### src/rtl/fifo_rd_packer.sv
// Packs WIDTH-bit bytes read from a FIFO read port into LANES-wide words with a
// per-lane keep mask; flush closes a partial word, err latches read-side faults.
module fifo_rd_packer #(
  parameter int unsigned WIDTH = 8,
  parameter int unsigned LANES = 4
) (
  input  logic                     rd_clk,
  input  logic                     rst_n,
  output logic                     rd_en,
  input  logic [WIDTH-1:0]         rdata,
  input  logic                     empty,
  input  logic                     underflow,
  input  logic                     flush,
  output logic [WIDTH*LANES-1:0]   m_data,
  output logic [LANES-1:0]         m_keep,
  output logic                     m_valid,
  input  logic                     m_ready,
  output logic                     err
);

  localparam int unsigned LW = $clog2(LANES);
  localparam int unsigned CW = LW + 1;

  typedef enum logic {COLLECT = 1'b0, HOLD = 1'b1} state_e;

  state_e                        state_q, state_d;
  logic [CW-1:0]                 fcnt_q, fcnt_d;
  logic                          pend_q;
  logic [LANES-1:0][WIDTH-1:0]   asm_q, asm_d, asm_nxt_c;
  logic [WIDTH-1:0]              carry_q, carry_d;
  logic                          carry_v_q, carry_v_d;
  logic [WIDTH*LANES-1:0]        out_data_q, out_data_d;
  logic [LANES-1:0]              out_keep_q, out_keep_d;
  logic                          out_valid_q, out_valid_d;
  logic                          err_q, err_d;
  logic [CW-1:0]                 fill_c;
  logic                          out_free_c;
  logic                          close_c;

  function automatic logic [LANES-1:0] keep_mask(input logic [CW-1:0] n);
    logic [LANES-1:0] m;
    m = '0;
    for (int unsigned i = 0; i < LANES; i++) m[i] = (CW'(i) < n);
    return m;
  endfunction

  // Bytes owned by the assembly word: captured ones plus the one arriving now.
  assign fill_c     = fcnt_q + CW'(pend_q);
  assign out_free_c = !out_valid_q || m_ready;
  assign rd_en      = !empty && (state_q == COLLECT) && (fill_c < CW'(LANES));

  assign m_data  = out_data_q;
  assign m_keep  = out_keep_q;
  assign m_valid = out_valid_q;
  assign err     = err_q;

  always_comb begin
    state_d     = state_q;
    fcnt_d      = fcnt_q;
    asm_d       = asm_q;
    asm_nxt_c   = asm_q;
    carry_d     = carry_q;
    carry_v_d   = carry_v_q;
    out_data_d  = out_data_q;
    out_keep_d  = out_keep_q;
    out_valid_d = out_valid_q && !m_ready;
    err_d       = err_q || underflow || (rd_en && empty);
    close_c     = 1'b0;

    if (pend_q) asm_nxt_c[fcnt_q[LW-1:0]] = rdata;

    unique case (state_q)
      COLLECT: begin
        close_c = (fill_c == CW'(LANES)) || (flush && (fill_c != '0));
        asm_d   = asm_nxt_c;
        fcnt_d  = fill_c;
        if (close_c) begin
          if (out_free_c) begin
            out_data_d  = asm_nxt_c;
            out_keep_d  = keep_mask(fill_c);
            out_valid_d = 1'b1;
            fcnt_d      = '0;
          end else begin
            state_d = HOLD;
          end
        end
      end
      HOLD: begin
        // A read issued in the closing cycle lands here; park it for the next word.
        if (pend_q) begin
          carry_d   = rdata;
          carry_v_d = 1'b1;
        end
        if (m_ready) begin
          out_data_d  = asm_q;
          out_keep_d  = keep_mask(fcnt_q);
          out_valid_d = 1'b1;
          state_d     = COLLECT;
          fcnt_d      = CW'(pend_q || carry_v_q);
          asm_d[0]    = pend_q ? rdata : carry_q;
          carry_v_d   = 1'b0;
        end
      end
      default: state_d = COLLECT;
    endcase
  end

  always_ff @(posedge rd_clk or negedge rst_n) begin
    if (!rst_n) begin
      state_q     <= COLLECT;
      fcnt_q      <= '0;
      pend_q      <= 1'b0;
      asm_q       <= '0;
      carry_q     <= '0;
      carry_v_q   <= 1'b0;
      out_data_q  <= '0;
      out_keep_q  <= '0;
      out_valid_q <= 1'b0;
      err_q       <= 1'b0;
    end else begin
      state_q     <= state_d;
      fcnt_q      <= fcnt_d;
      pend_q      <= rd_en;
      asm_q       <= asm_d;
      carry_q     <= carry_d;
      carry_v_q   <= carry_v_d;
      out_data_q  <= out_data_d;
      out_keep_q  <= out_keep_d;
      out_valid_q <= out_valid_d;
      err_q       <= err_d;
    end
  end

endmodule

### config.mk
export PLATFORM = sky130hd
export DESIGN_NAME = fifo_rd_packer
export DESIGN_NICKNAME = d
export VERILOG_FILES = /design/src/rtl/fifo_rd_packer.sv
export SDC_FILE = /design/constraint.sdc
export NUM_CORES = 1
export LEC_CHECK = 0
export CAP_MARGIN = 10
export CORE_ASPECT_RATIO = 1.75
export CORE_MARGIN = 4
export CORE_UTILIZATION = 50
export DETAILED_ROUTE_END_ITERATION = 6
export PLACE_DENSITY_LB_ADDON = 0.15
export SKIP_LAST_GASP = 1
export SLEW_MARGIN = 20
export SYNTH_ARGS = -nofsm -noshare
export SYNTH_HDL_FRONTEND = slang
export SYNTH_SLANG_ARGS = --single-unit
export TNS_END_PERCENT = 5
### constraint.sdc
create_clock -name rd_clk -period 2.75 [get_ports rd_clk]
set_input_delay 0.6875 -clock rd_clk [delete_from_list [all_inputs] [get_ports rd_clk]]
set_output_delay 0.6875 -clock rd_clk [all_outputs]
set_load 0.05 [all_outputs]
==> flow_metrics.env <==
export IMPL_fin_crit_sh_pct=95.8
export IMPL_netlist_instances=281
export IMPL_startpoint_type="register"
export IMPL_wl_um=7640
export IMPL_grt_max_degree=49
export IMPL_drc=0
export IMPL_die_h_um=122
export IMPL_hp_class="input pin to async pin"
export IMPL_nFillCells=566
export IMPL_dp_cells=409
export IMPL_ys_dominant_reg_cell="dfrtp_1"
export IMPL_wl_per_cell_um=18.0
export IMPL_port_buffer_count=52
export IMPL_cts_sinks=84
export IMPL_final_util_pct=65.2
export IMPL_routabilityCongestion=0.801
export IMPL_crit_path_end="rd_en"
export IMPL_avgSynthCellArea_um2=13.3
export IMPL_synth_area_leaders="dfrtp_1, mux2_2, mux2_4"
export IMPL_yosysTopAreaCellShare_pct=56.1
export IMPL_holdBufCountCts=0
export IMPL_rsz0062_at_grt="no"
export IMPL_holdWs_ns=0.368
export IMPL_path_clk_slew_ns=0.06
export IMPL_synth_edf_count=0
export IMPL_layout_common_cells="dfrtp_1, clkdlybuf4s50_1, mux2_2"
export IMPL_grt_pass1_vias=2489
export IMPL_tritoncts="yes"
export IMPL_grt_usage_pct=18.8
export IMPL_slew_headroom_pct=55.2
export IMPL_status="completed"
export IMPL_clk_latency_ns=0.33
export IMPL_cts_buffers=9
export IMPL_setup_viol=0
export IMPL_timing_rr_start="fcnt_q[0]$_DFFE_PN0P_"
export IMPL_drive_gt1_share_pct=27.1
export IMPL_overflow=0
export IMPL_vias=2315
export IMPL_ys_types=33
export IMPL_crit_start="fcnt_q[0]$_DFFE_PN0P_"
export IMPL_cts_root_buf="clkbuf_16"
export IMPL_nNetsFinal=350
export IMPL_dpl_hpwl_um=5240
export IMPL_syn_area_um2=3740
export IMPL_cts_path_max_buffers=2
export IMPL_coreArea_um2=7230
export IMPL_cp_max_fo=9
export IMPL_max_freq_mhz=380
export IMPL_cp_arrival_ns=1.95
export IMPL_yosys_warnings=0
export IMPL_drv_cap=0
export IMPL_drt_iter0_drc=106
export IMPL_first_pass_iters=4
export IMPL_yosys_area_top_type="dfrtp_1"
export IMPL_ios=53
export IMPL_avgViaCountPerCell=5.45
export IMPL_die_x_um=73.4
export IMPL_worst_endpoint_required_ns=2.06
export IMPL_finClkSkew_ns=0.00343
export IMPL_diodes=0
export IMPL_start_util_pct=51.8
export IMPL_ant_nets=0
export IMPL_critical_path_class="register to primary output"
export IMPL_layout_commonest_cell="dfrtp_1"
export IMPL_antenna_found_initial=0
export IMPL_setup_tns_ns=0
export IMPL_cp_end_kind="primary output"
export IMPL_r2r_cells=6
export IMPL_async_reset_ff_share_pct=100
export IMPL_ys_ff_latch=84
export IMPL_grt_pass1_wl_um=12700
export IMPL_worst_slew_pin_slew_ns=0.671
export IMPL_finalCriticalPeriod_ns=2.63
export IMPL_r2r_slack_ns=0.29
export IMPL_cts_max_level=3
export IMPL_r2r_end="m_data[14]$_DFFE_PN0P_"
export IMPL_syn2layout_area_growth_pct=25.9
export IMPL_die_area_um2=8990
export IMPL_syn_num_nets=297
export IMPL_num_rows=41
export IMPL_hold_viol_final=0
export IMPL_layout_cells_non_filler=425
export IMPL_slew_violations=0
export IMPL_ys_seq_area_share_pct=56.1
## critical path, cell delays in order (launching register included)
cell and delay [ns]:
dfrtp_2 0.48, ha_1 0.23, ha_1 0.29, xor2_4 0.25, nor3_4 0.20, buf_12 0.17
## worst min path at each step
stage	from	endpoint	slack [ns]	cells after the start
6_report	rst_n	m_keep[3]$_DFFE_PN0P_	0.37	1
5_1_grt	rst_n	m_data[25]$_DFFE_PN0P_	0.41	1
4_1_cts	rst_n	m_keep[3]$_DFFE_PN0P_	0.39	1
3_5_place_dp	err$_DFF_PN0_	err$_DFF_PN0_	0.46	1
3_3_place_gp	err$_DFF_PN0_	err$_DFF_PN0_	0.45	1
2_1_floorplan	rst_n	asm_q[0]$_DFFE_PN0P_	0.39	0
## layer usage
layer	part of all wire [%]	up-vias	GRT usage (%)
li1	-	1099	-
met1	42	1164	23.3
met2	53	40	30.8
met3	3.0	12	4.26
met4	2.2	0	8.73
met5	0	-	0
## kinds of logic after synthesis
group,Yosys count,share of synthesized area [%]
adder cells (fa/ha/maj),2,0.668
buffers and inverters,21,3.58
AO/OA/AOI/OAI,43,6.98
flip-flops,84,56.1
XOR/XNOR,2,0.668
multiplexers,81,25.4
AND/OR/NAND/NOR,48,6.61
## through the flow
step,setup slack [ns],instance area [µm²]
finish,0.115,4710
global route,0.0327,4710
CTS,0.0366,4700
detailed placement,0.278,4370
global placement,0.332,4370
floorplan,0.417,3750
## cells in the mapped netlist, types with 3 or more instances
cell / instances
o211ai_1: 10
mux2i_1: 24
o21ai_0: 21
nand2b_1: 3
buf_2: 9
dfrtp_1: 84
nor2_1: 4
nand2_1: 29
a21oi_1: 5
mux2_4: 18
mux2_2: 39
clkbuf_1: 5
## flip-flops by register name, summed over array words and instances (netlist names)
name       cells
state_q        1
m_keep         4
carry_q        8
m_valid        1
pend_q         1
carry_v_q      1
fcnt_q         3
err            1
asm_q         32
m_data        32
## area by class of cell
class | count | area (µm²) | share of cell area (%)
tap | 86 | 108 | 2.28
inverter | 1 | 3.75 | 0.0796
clock buffer | 13 | 280 | 5.94
clock inverter | 3 | 42.5 | 0.902
sequential | 84 | 2100 | 44.6
timing repair buffer | 62 | 628 | 13.3
multi-input combinational | 176 | 1550 | 32.9
## what timing repair did
action / 4_1_cts / 5_1_grt
gates resized for setup: 0 / 3
endpoints found under the setup margin: 0 / 1
buffers inserted: 0 / 0
Power is left out: the tool's default activity adds up to more than one toggle a clock period on the data nets, which glitch-free logic cannot reach.
